--- config.mk ---
export PLATFORM = sky130hd
export DESIGN_NAME = i2s_frame_sequencer
export DESIGN_NICKNAME = d
export VERILOG_FILES = /design/src/rtl/i2s_frame_sequencer.sv
export SDC_FILE = /design/constraint.sdc
export NUM_CORES = 1
export LEC_CHECK = 0
export CAP_MARGIN = 20
export CORE_AREA = 5 5 77 79
export DETAILED_ROUTE_END_ITERATION = 8
export DIE_AREA = 0 0 82 84
export SLEW_MARGIN = 5
export SYNTH_ARGS = -nofsm -noshare
export SYNTH_HDL_FRONTEND = slang
export SYNTH_SLANG_ARGS = --single-unit
--- constraint.sdc ---
create_clock -name sck -period 1.8 [get_ports sck]
set_input_delay 0.36 -clock sck [delete_from_list [all_inputs] [get_ports sck]]
set_output_delay 0.36 -clock sck [all_outputs]
set_load 0.03 [all_outputs]
--- src/rtl/i2s_frame_sequencer.sv ---
// Master-mode I2S frame controller.
// Produces the word-select waveform and the per-bit strobes that drive the
// bit-serial adder datapath. All state advances on the falling edge of sck,
// so the datapath can sample the strobes on the following rising edge.
// Every output is decoded from registered state only.
module i2s_frame_sequencer #(
    parameter int WIDTH = 24,   // maximum data bits per channel word
    parameter int SLOT  = 32,   // sck cycles per channel half-frame (>= WIDTH+1)
    parameter int FCW   = 8     // frame counter width
) (
    input  logic                                    sck,
    input  logic                                    reset,
    input  logic                                    en,
    input  logic [4:0]                              word_len,
    output logic                                    ws,
    output logic                                    chan,
    output logic                                    bit_en,
    output logic [((WIDTH > 1) ? $clog2(WIDTH) : 1)-1:0] bit_idx,
    output logic                                    first,
    output logic                                    last,
    output logic                                    busy,
    output logic [FCW-1:0]                          frame_cnt,
    output logic                                    cfg_err
);

    localparam int IW = (WIDTH > 1) ? $clog2(WIDTH) : 1;
    localparam int SW = (SLOT > 1) ? $clog2(SLOT) : 1;
    // Common width for comparing the slot counter against the word length.
    localparam int CW = ((SW > 5) ? SW : 5) + 1;

    localparam logic [SW-1:0] SC_LAST = SW'(SLOT - 1);
    localparam logic [4:0]    WL_MAX  = 5'(WIDTH);

    typedef enum logic {
        IDLE = 1'b0,
        RUN  = 1'b1
    } mode_t;

    mode_t          mode_reg, mode_next;
    logic [SW-1:0]  sc_reg, sc_next;
    logic           chan_reg, chan_next;
    logic [4:0]     wl_reg, wl_next;
    logic [FCW-1:0] frame_cnt_reg, frame_cnt_next;
    logic           cfg_err_reg, cfg_err_next;

    logic           latch_len;
    logic           len_bad;
    logic           at_slot_end;
    logic           data_slot;
    logic [CW-1:0]  sc_ext;
    logic [CW-1:0]  wl_ext;

    assign len_bad     = (word_len == 5'd0) || (word_len > WL_MAX);
    assign at_slot_end = (mode_reg == RUN) && (sc_reg == SC_LAST);
    assign sc_ext      = CW'(sc_reg);
    assign wl_ext      = CW'(wl_reg);

    // State register: asynchronous reset, updates on the sck falling edge.
    always_ff @(negedge sck or posedge reset) begin
        if (reset) begin
            mode_reg      <= IDLE;
            sc_reg        <= '0;
            chan_reg      <= 1'b1;
            wl_reg        <= WL_MAX;
            frame_cnt_reg <= '0;
            cfg_err_reg   <= 1'b0;
        end else begin
            mode_reg      <= mode_next;
            sc_reg        <= sc_next;
            chan_reg      <= chan_next;
            wl_reg        <= wl_next;
            frame_cnt_reg <= frame_cnt_next;
            cfg_err_reg   <= cfg_err_next;
        end
    end

    // Next-state logic: slot counting, channel toggling, frame end and length latch.
    always_comb begin
        mode_next      = mode_reg;
        sc_next        = sc_reg;
        chan_next      = chan_reg;
        wl_next        = wl_reg;
        frame_cnt_next = frame_cnt_reg;
        cfg_err_next   = cfg_err_reg;
        latch_len      = 1'b0;

        case (mode_reg)
            IDLE: begin
                if (en) begin
                    mode_next = RUN;
                    chan_next = 1'b0;
                    sc_next   = '0;
                    latch_len = 1'b1;
                end
            end
            RUN: begin
                if (at_slot_end) begin
                    sc_next = '0;
                    if (chan_reg) begin
                        // End of the right channel closes the frame; en only
                        // matters here, so a frame is never cut short.
                        frame_cnt_next = frame_cnt_reg + FCW'(1);
                        if (en) begin
                            chan_next = 1'b0;
                            latch_len = 1'b1;
                        end else begin
                            mode_next = IDLE;  // chan stays 1, keeping ws high
                        end
                    end else begin
                        chan_next = 1'b1;
                    end
                end else begin
                    sc_next = sc_reg + SW'(1);
                end
            end
            default: begin
                mode_next = IDLE;
            end
        endcase

        // Word length is captured only on entry to a left-channel slot 0,
        // so it is fixed for the whole frame.
        if (latch_len) begin
            if (len_bad) begin
                wl_next      = WL_MAX;
                cfg_err_next = 1'b1;
            end else begin
                wl_next      = word_len;
                cfg_err_next = 1'b0;
            end
        end
    end

    // Output decode from registered state.
    always_comb begin
        // Data bits follow the ws edge by one slot: sc 1..wl.
        data_slot = (mode_reg == RUN) && (sc_ext != '0) && (sc_ext <= wl_ext);
        // ws leads the right channel by one slot; it is already high at the
        // end of the right channel, so the fall into the left channel happens
        // together with sc = 0 and an en drop leaves ws high without a glitch.
        ws        = (mode_reg == IDLE) || chan_reg || at_slot_end;
        chan      = chan_reg;
        bit_en    = data_slot;
        bit_idx   = data_slot ? IW'(sc_reg - SW'(1)) : '0;
        first     = data_slot && (sc_reg == SW'(1));
        last      = data_slot && (sc_ext == wl_ext);
        busy      = (mode_reg == RUN);
        frame_cnt = frame_cnt_reg;
        cfg_err   = cfg_err_reg;
    end

endmodule

==> results of run 1 <==
## cell usage in the layout (no fill, tap or decap), types with 4 or more instances in the layout
cell type / count
and2_4: 4
buf_2: 4
ha_4: 4
inv_1: 11
o21ai_1: 7
ha_1: 7
nand2_1: 12
xnor2_1: 5
buf_6: 29
nor2_1: 7
xor2_1: 5
nand3_2: 4
dfrtn_1: 18
buf_4: 42
## repair_timing
item | in CTS | in global routing
endpoints found under the setup margin | 41 | 32
pin swaps | 11 | 20
gates resized for setup | 102 | 19
cloned | 1 | 0
setup buffers | 8 | 8
## metal layers
layer  vias up  GRT usage  part of all wire
met2        19     0.1719              0.52
li1        605          -                 -
met5         -          0                 0
met3         5    0.01728             0.030
met1       560     0.1252              0.43
met4         0    0.04532             0.018
## where the power goes
group | internal [mW] | switching (mW)
logic | 1.43 | 1.26
clock network | 0.167 | 0.180
registers | 0.652 | 0.109
## kinds of logic (layout without fill, tap and decap cells)
kind of cell	after synthesis	in the layout	share of synthesized area
xor gates and xnor gates	11	11	0.07770
and+or+nand+nor	50	50	0.2129
adders and majority gates	11	11	0.1110
buffers and inverters	15	99	0.05146
muxes	1	1	0.009081
AOI/OAI and AO/OA	20	21	0.1110
DFF	21	21	0.4268
## worst register-to-register path, cell delays in order, from the launching register on
cell	delay (ns)
dfrtn_1	0.35
buf_6	0.12
buf_6	0.12
ha_4	0.15
and3_4	0.15
ha_4	0.16
buf_6	0.12
nand3_4	0.09
buf_6	0.11
mux2_2	0.31
## area by class of cell
type                       instances  area share
sequential                        21      0.2293
tap                               72     0.03902
clock inverter                     3    0.004878
inverter                          11     0.01789
clock buffer                       4     0.01951
multi-input combinational         94      0.3642
timing repair buffer              81      0.3252
## through the flow
step	area, sq um	setup slack [ns]	utilization	total power, mW	TNS [ns]
2_1_floorplan	1309	-1.269	-	2.182	-11.02
5_1_grt	2308	-1.601	0.4380	4.099	-18.35
3_5_place_dp	1946	-1.664	0.3692	3.128	-21.41
3_3_place_gp	1946	-1.619	0.3692	3.090	-21.00
6_report	2308	-1.507	0.4380	3.806	-16.65
4_1_cts	2215	-1.518	0.4202	3.698	-16.59
## how the worst max path moves through the flow
stage	start	to	slack (ns)	cells after the start
after floorplan	sc_reg[0]	first	-1.27	6
after global placement	wl_reg[4]	bit_idx[1]	-1.62	7
after detailed placement	wl_reg[3]	bit_idx[0]	-1.66	7
after CTS	wl_reg[4]	first	-1.52	7
after global routing	wl_reg[4]	first	-1.60	7
final	wl_reg[3]	first	-1.51	7
==> results.md, run 1 <==
- Std-Cell Rows: 27
- Drt first-iter violations: 43
- Number of CTS-inserted buffers: 3
- Crit path max fanout: 7
- Cell count of the worst reg-to-reg path: 9
- HP Class: reg -> reg
- Later-pin clock latency in the skew report: 0.33 ns
- Worst-path cell chain: inv_2 > ha_4 > and4_1 > and4_4 > o21bai_4 > and4_4 > buf_6
- Multi-input combinational cell area: 840.8 sq um
- Most numerous cell in the Yosys netlist: dfrtn_1
- Startpoint Class: flip-flop
- Area of the die: 0.006888 sq mm
- Port bufs: 27
- Core Area: 0.005270 sq mm
- Layout cell share with drive strength beyond 1: 0.5561
- DRC viols: 0
- Failing checks: negative setup slack
- Setup ws final: -1.507 ns
- Fill count: 527
- CP most frequent cell: and4_4
- Worst Path Buf+Inv: 2
- Synth unique cells: 30
- CTS max path bufs: 2
- Synth Net Count: 148
- WL final: 3228 microns
- Peak VDD IR: 0.0008697 V
- CP peak stage delay: 0.52 ns
- Chip Height: 84 microns
- CP max-delay cell: dfstp_2
- Ys Warns: 0
- Via density: 4.157
- Fraction of registers with async set or reset after synthesis: 1.000
- CTS tree: done
- Max FFs per register: 8
- Critical R2R Capture: frame_cnt[1]
- Initial antenna violation count: 0
- Synthesized cell area: 0.001240 sq mm
- Synth Register Bits: 21
- Post-CTS Hold Buffers: 0
- CP required: 1.44 ns
- Post-DP HPWL: 2335 microns
- Leak: 1.117 nW
- H-Tree Level Count: 1
- Clock slew at the register clock pins of the worst setup and hold paths: 0.05 ns
- R2r startpoint: sc_reg[1]
- Syn Inst Count: 129
- Avg Inst Size Synth: 9.612 sq um
- Max-Cap Viols: 0
- Endpoints failing setup: 23
- Wire per inst: 11.29 microns
- Area delta synth->final: 86.18%
- Global-route wire length before repair: 5478 microns
- Register area: 529.3 sq um
- Yosys top cell area share: 0.3633
- Number of global-route vias before repair: 1172
- Initial core utilization: 0.2353
- Clock root buffer: clkbuf_8
- Worst Path Arrival: 2.95 ns
- Crit path kind: reg -> out
- Pwr dens: 1649 mW/mm^2
- Synth top area cells: dfrtn_1, ha_1, dfstp_2, nand2_1, xnor2_1
- Largest net degree at the start of global routing: 12
- Slew Limit Fails: 0
- Io pins: 28
- Nets: 234
- Vias: 1189
- Final hold viol count: 0
- Non-filler cells, final: 286
- Tot GR Track Use: 0.1024
- Grt ovf: 0
- Status: finished with violations
- Inst Count DP: 265
- Routability cong.: 0.7716
- FF-to-FF setup slack: -0.04 ns
- Endpoint type of the worst setup path: output pin
- Router iterations before antenna repair: 4
- Area leader, netlist: dfrtn_1
- Hold_ws: 0.4385 ns
- Slew @ Worst Pin: 0.2689 ns
- Antenna-violating nets left: 0
- Commonest cells in the netlist: dfrtn_1, nand2_1, inv_1
- EDFF count, synth: 0
- N_diodes: 0
- Worst Skew: 0.05133 ns
- Die X-Extent: 82 microns
- Register area share after synthesis: 0.4268
- RSZ-0062 raised after global routing: true
- Hold endpoint: wl_reg[1]
- CP top delay family: simple AND/OR/NAND/NOR gates
- CTS Sinks: 21
- Slew headroom: 0.8207
- Hold wc startpoint: wl_reg[1]
- Hold path depth: 2
- Top_reg_cell synth: dfrtn_1
No activity file was read; power rests on OpenSTA's default activity.
==> run 2, diff against run 1 <==
ABC_AREA = 1   (was default)
CORE_AREA = 5 5 79 81   (was 5 5 77 79)
DIE_AREA = 0 0 84 86   (was 0 0 82 84)
clock period = 3.1 ns   (was 1.8 ns; I/O delays follow)
==> run 2 against run 1 <==
Against the previous run: the flow still finishes with violations (negative setup slack); worst setup slack gained 0.55 ns; power is 38% lower; sequential power decreased by 40%; final cell count up 7.7%; flip-flop and latch count stayed put.
==> results.md, run 2 <==
- Grt ovf: 0 (unchanged)
- CTS tree: done
- Final Core Density: 0.4063 (-0.03178)
- Layout cell share with drive strength beyond 1: 0.4280 (-0.1281)
- CTS max path bufs: 2 (unchanged)
- Tot GR Track Use: 0.08954 (-0.01291)
- Core Area: 0.005405 sq mm (+2.6%)
- Endpoints failing setup: 10 (-57%)
- Worst-path cell chain: inv_2 > ha_4 > nand2_4 > nor2_4 > nand2_2 > nand3_2 > nand2_4 > nand2_8 > clkinvlp_4 > buf_6
- N_diodes: 0 (unchanged)
- Final hold viol count: 0 (unchanged)
- Post-CTS Hold Buffers: 0 (unchanged)
- Worst Path Arrival: 3.43 ns (+0.48 ns)
- Slew Limit Fails: 0 (unchanged)
- CP top delay family: flip-flops
- Global-route wire length before repair: 5292 microns (-3.4%)
- Synth Register Bits: 21 (unchanged)
- Crit path max fanout: 7 (unchanged)
- Most common cell after layout, fill and taps aside: buf_4
- CTS Sinks: 21 (unchanged)
- Post-DP HPWL: 2491 microns (+6.7%)
- Clock root buffer: clkbuf_8
- Wire per inst: 10.08 microns (-11%)
- CP peak stage delay: 0.52 ns (about the same)
- Total Power: 2.361 mW (-38%)
- Fraction of registers with async set or reset after synthesis: 1.000 (unchanged)
- Routability cong.: 0.7254 (-6.0%)
- Initial antenna violation count: 0 (unchanged)
- Crit path kind: reg -> out
- Startpoint Class: flip-flop
- Router iterations before antenna repair: 2 (-2)
- WL final: 3104 microns (-3.8%)
- Yosys top cell area share: 0.3419 (-0.02139)
- CP required: 2.48 ns (+1.04 ns)
- Endpoint type of the worst setup path: output pin
- Ys Warns: 0 (unchanged)
- DRC viols: 0 (unchanged)
- Max FFs per register: 8 (unchanged)
- Largest family of logic cells by synthesized area: simple AND/OR/NAND/NOR gates
- Status: finished with violations
- H-Tree Level Count: 1 (unchanged)
- CP most frequent cell: nand2_4
- Antenna-violating nets left: 0 (unchanged)
- Port bufs: 27 (unchanged)
- HP Class: reg -> reg
- Vias: 1226 (+3.1%)
- Syn Inst Count: 167 (+29%)
- Peak VDD IR: 0.0006791 V (-22%)
- Slew @ Worst Pin: 0.3468 ns (+0.07792 ns)
- Drt first-iter violations: 16 (-63%)
- EDFF count, synth: 0 (unchanged)
- Number of CTS-inserted buffers: 3 (unchanged)
- Number of global-route vias before repair: 1203 (+2.6%)
- Slew headroom: 0.7685 (-0.05220)
- Worst Path Buf+Inv: 3 (+1)
- Synth top area cells: dfrtn_1, nand2_1, ha_1, inv_1, dfstp_2
- Chip Height: 86 microns (+2.4%)
- Later-pin clock latency in the skew report: 0.32 ns (about the same)
- Most frequent cells in the layout: buf_4, nand2_1, inv_1
- Io pins: 28 (unchanged)
- Std-Cell Rows: 27 (unchanged)
- Area leader, netlist: dfrtn_1
- Final instance area: 0.002196 sq mm (-4.9%)
- Worst Skew: 0.05173 ns (+0.0003957 ns)
- Largest net degree at the start of global routing: 12 (unchanged)
- Synth Net Count: 186 (+26%)
- Simple-Gate Fraction of Synth Area: 0.2896 (+0.07673)
- Via density: 3.981 (-4.3%)
- Setup TNS: -7.966 ns (+8.684 ns)
- Die X-Extent: 84 microns (+2.4%)
- FF-to-FF setup slack: 1.12 ns (+1.16 ns)
- Area of the die: 0.007224 sq mm (+4.9%)
- Pwr dens: 1075 mW/mm^2 (-35%)
- Synth Area in Compound Gates: 0.05413 (-0.05687)
- Synthesized cell area: 0.001318 sq mm (+6.3%)
- Placed inst area: 0.001953 sq mm (+0.39%)
- Max-Cap Viols: 0 (unchanged)
- Most numerous cell in the Yosys netlist: nand2_1
- Synth unique cells: 25 (-17%)
- RSZ-0062 raised after global routing: true
- Initial core utilization: 0.2438 (+0.008470)
- Register area share after synthesis: 0.4017 (-0.02513)
- Area delta synth->final: 66.67%
- Failing checks: negative setup slack
- Nets: 256 (+9.4%)
- Setup ws final: -0.9528 ns (+0.5541 ns)
- Leak: 1.120 nW (+0.25%)
- Xor and xnor fraction of the mapped netlist area: 0.05983 (-0.01787)
- Adder-Cell Fraction of Synth Area: 0.1045 (-0.006536)
- Avg Inst Size Synth: 7.889 sq um (-18%)
- Top_reg_cell synth: dfrtn_1
- Commonest cells in the netlist: nand2_1, inv_1, dfrtn_1
- Post-synthesis mux area share: 0 (-0.009082)
- Clock slew at the register clock pins of the worst setup and hold paths: 0.05 ns (about the same)
- CP max-delay cell: dfstp_2
## run 2: timing repair
action / in CTS / in global routing
setup buffers: 6 / 6
endpoints found under the setup margin: 15 / 15
gates cloned: 0 / 0
resized for setup: 18 / 10
pin swaps: 3 / 5
## run 2: kinds of logic (layout without fill, tap and decap cells)
kind of cell / count (synthesis) / after routing
simple gates: 82 / 82
flops: 21 / 21
xor+xnor: 9 / 9
buf+inv: 31 / 100
compound gates: 13 / 13
fa+ha+maj: 11 / 11
## run 2: per-layer routing
layer	share of wire	up-vias	track usage
met5	0	-	0
met4	0.0071	0	0.03947
met3	0.035	4	0.01537
met2	0.49	23	0.1526
met1	0.47	543	0.1111
li1	-	656	-
## run 2: path summary, 6_finish.rpt
path | startpoint | endpoint | cells past startpoint
hold reg to reg | cfg_err | cfg_err | 2
max in group asynchronous | reset | sc_reg[3] | 3
setup reg to reg | sc_reg[0] | frame_cnt[6] | 14
setup / recovery | wl_reg[4] | bit_en | 10
hold / removal | cfg_err | cfg_err | 2
min in group asynchronous | reset | sc_reg[4] | 2
## run 2: metrics by stage
step / instances / setup slack (ns) / hold slack, ns
detailed placement: 291 / -0.6681 / 0.4447
global placement: 291 / -0.6378 / 0.4372
finish: 308 / -0.9528 / 0.4411
floorplan: 167 / -0.5347 / 0.4136
global route: 308 / -1.027 / 0.5281
CTS: 303 / -0.9587 / 0.4493
## run 2: report_power, final
part	leakage (nW)	internal, mW	switching, mW	total, mW
registers	0.257	0.385	0.0672	0.453
clock network	0.0387	0.0966	0.0983	0.195
logic	0.824	0.774	0.940	1.71
total	1.12	1.26	1.11	2.36
## run 2: cell type report
type	instances	area (sq um)
sequential	21	529.3
clock buffer	4	45.04
multi-input combinational	115	847.1
tap	72	90.09
fill	580	3209
clock inverter	3	11.26
inverter	29	113.9
timing repair buffer	64	559.3
## run 2: worst register-to-register path, cell delays in order (launching register included)
cell     delay (ns)
dfrtn_1        0.42
buf_6          0.13
ha_4           0.14
nand2_2        0.05
nor2_2         0.10
ha_2           0.21
buf_4          0.11
buf_4          0.11
nand2_2        0.07
nor2_4         0.13
nand3_2        0.10
nor2_2         0.11
nand2_1        0.06
nand2_1        0.05
nand2_1        0.04
==> run 3, diff against run 2 <==
CORE_AREA = 3 3 77 79   (was 5 5 79 81)
DIE_AREA = 0 0 80 82   (was 0 0 84 86)
TNS_END_PERCENT = 10   (was default)
==> run 3 against run 2 <==
Against the previous run: the flow still finishes with violations (negative setup slack); first-iteration DRC count up 110%; clock power up 44%; register-to-register slack better by 0.06 ns; sequential share of layout area up 0.069 points; clock skew up 0.011 ns; non-clock buffer count unchanged; utilization down 0.12 points; critical endpoint unchanged.
==> results.md, run 3 (synthesis results as in run 2) <==
- Startpoint Class: flip-flop
- Core Area: 0.005405 sq mm (unchanged)
- Router iterations before antenna repair: 4 (+2)
- Number of CTS-inserted buffers: 3 (unchanged)
- Area of the die: 0.006560 sq mm (-9.2%)
- Endpoint type of the worst setup path: output pin
- Endpoints failing setup: 14 (+4)
- Max FFs per register: 8 (unchanged)
- RSZ-0062 raised after global routing: true
- Final hold viol count: 0 (unchanged)
- CTS Sinks: 21 (unchanged)
- Fill count: 551 (-5.0%)
- Nets: 256 (unchanged)
- HP Class: reg -> reg
- Tot GR Track Use: 0.1030 (+0.01349)
- N_diodes: 0 (unchanged)
- Routability cong.: 0.7620 (+5.0%)
- Final Core Density: 0.4051 (-0.001157)
- Area delta synth->final: 66.19%
- Number of global-route vias before repair: 1262 (+4.9%)
- Drt first-iter violations: 34 (+18)
- Worst Path Arrival: 3.40 ns (-0.03 ns)
- Setup TNS: -7.945 ns (+0.02099 ns)
- Wire per inst: 10.00 microns (-0.74%)
- Layout cell share with drive strength beyond 1: 0.3941 (-0.03390)
- Crit path max fanout: 7 (unchanged)
- Most common cell after layout, fill and taps aside: nand2_1
- Setup ws final: -0.9170 ns (+0.03580 ns)
- Clock root buffer: clkbuf_8
- Global-route wire length before repair: 5402 microns (+2.1%)
- Failing checks: negative setup slack
- Post-CTS Hold Buffers: 0 (unchanged)
- Std-Cell Rows: 27 (unchanged)
- Initial antenna violation count: 0 (unchanged)
- Peak VDD IR: 0.0007855 V (+16%)
- Worst Skew: 0.06234 ns (+0.01061 ns)
- Later-pin clock latency in the skew report: 0.33 ns (about the same)
- Port bufs: 27 (unchanged)
- Status: finished with violations
- Clock slew at the register clock pins of the worst setup and hold paths: 0.05 ns (about the same)
- Vias: 1237 (+0.90%)
- CP required: 2.48 ns (about the same)
- WL final: 3081 microns (-0.74%)
- Hold path depth: 2 (unchanged)
- Post-DP HPWL: 2530 microns (+1.6%)
- H-Tree Level Count: 1 (unchanged)
- Dpl ws: -0.7405 ns (-0.07240 ns)
- Cell count of the worst reg-to-reg path: 11 (-3)
- Max-Cap Viols: 0 (unchanged)
- Grt ovf: 0 (unchanged)
- Slew @ Worst Pin: 0.3743 ns (+0.02748 ns)
- DRC viols: 0 (unchanged)
- Crit path kind: reg -> out
- Slew Limit Fails: 0 (unchanged)
- Antenna-violating nets left: 0 (unchanged)
- Die X-Extent: 80 microns (-4.8%)
- CTS tree: done
- Leak: 1.125 nW (+0.43%)
- Largest net degree at the start of global routing: 13 (+1)
- Most frequent cells in the layout: nand2_1, buf_4, inv_1
- Initial core utilization: 0.2438 (unchanged)
- Placed inst area: 0.001969 sq mm (+0.83%)
- Chip Height: 82 microns (-4.7%)
- Final instance area: 0.002190 sq mm (-0.29%)
- Pwr dens: 1102 mW/mm^2 (+2.5%)
- CTS max path bufs: 2 (unchanged)
- Slew headroom: 0.7502 (-0.01834)
- Io pins: 28 (unchanged)
- Via density: 4.016 (+0.90%)
==> run 3: worst max-delay path, cell delays in order (launching register included) <==
cell and delay, ns:
dfstp_2 0.51, inv_2 0.04, ha_4 0.27, nand2_4 0.06, nor2_4 0.07, nand2_1 0.07
nand3_2 0.08, nand2_4 0.07, nand2_8 0.13, clkinvlp_4 0.10, buf_6 0.13
==> run 3: final timing paths <==
path	from	end	slack [ns]
max	wl_reg[4]	bit_en	-0.92
min	cfg_err	cfg_err	0.43
max reg2reg	sc_reg[1]	frame_cnt[5]	1.18
min reg2reg	cfg_err	cfg_err	0.43
max in group asynchronous	reset	wl_reg[2]	0.63
min in group asynchronous	reset	cfg_err	2.05
==> run 3: area by class of cell <==
cell class / count / area (sq um) / share of cell area
timing repair buffer: 64 / 578.1 / 0.2640
multi-input combinational: 115 / 795.8 / 0.3634
inverter: 29 / 113.9 / 0.05200
clock buffer: 3 / 41.29 / 0.01886
sequential: 21 / 529.3 / 0.2417
tap: 72 / 90.09 / 0.04114
clock inverter: 4 / 41.29 / 0.01886
==> run 3: per-stage QoR <==
stage	hold WS [ns]	power (mW)	instances
floorplan	0.4136	1.379	167
global placement	0.4344	1.902	300
detailed placement	0.4399	1.929	300
CTS	0.4406	2.387	307
global route	0.4793	2.594	308
finish	0.4290	2.413	308
==> run 3: what timing repair did <==
| action | 4_1_cts | 5_1_grt |
|---|---|---|
| hold endpoints to repair | 0 | 0 |
| cloned | 0 | 0 |
| gates resized for setup | 23 | 8 |
| pin swaps | 7 | 6 |
| endpoints found under the setup margin | 15 | 18 |
| buffers inserted | 1 | 1 |
==> run 3: layer usage <==
metal  wire length, microns  global-route usage
met1                   1436              0.1303
met2                   1483              0.1796
met3                    123             0.01754
met4                     37             0.03041
met5                      0                   0
==> run 3: power by group <==
group / switching, mW / internal, mW
registers: 0.0714 / 0.386
clock network: 0.104 / 0.177
logic: 0.909 / 0.766
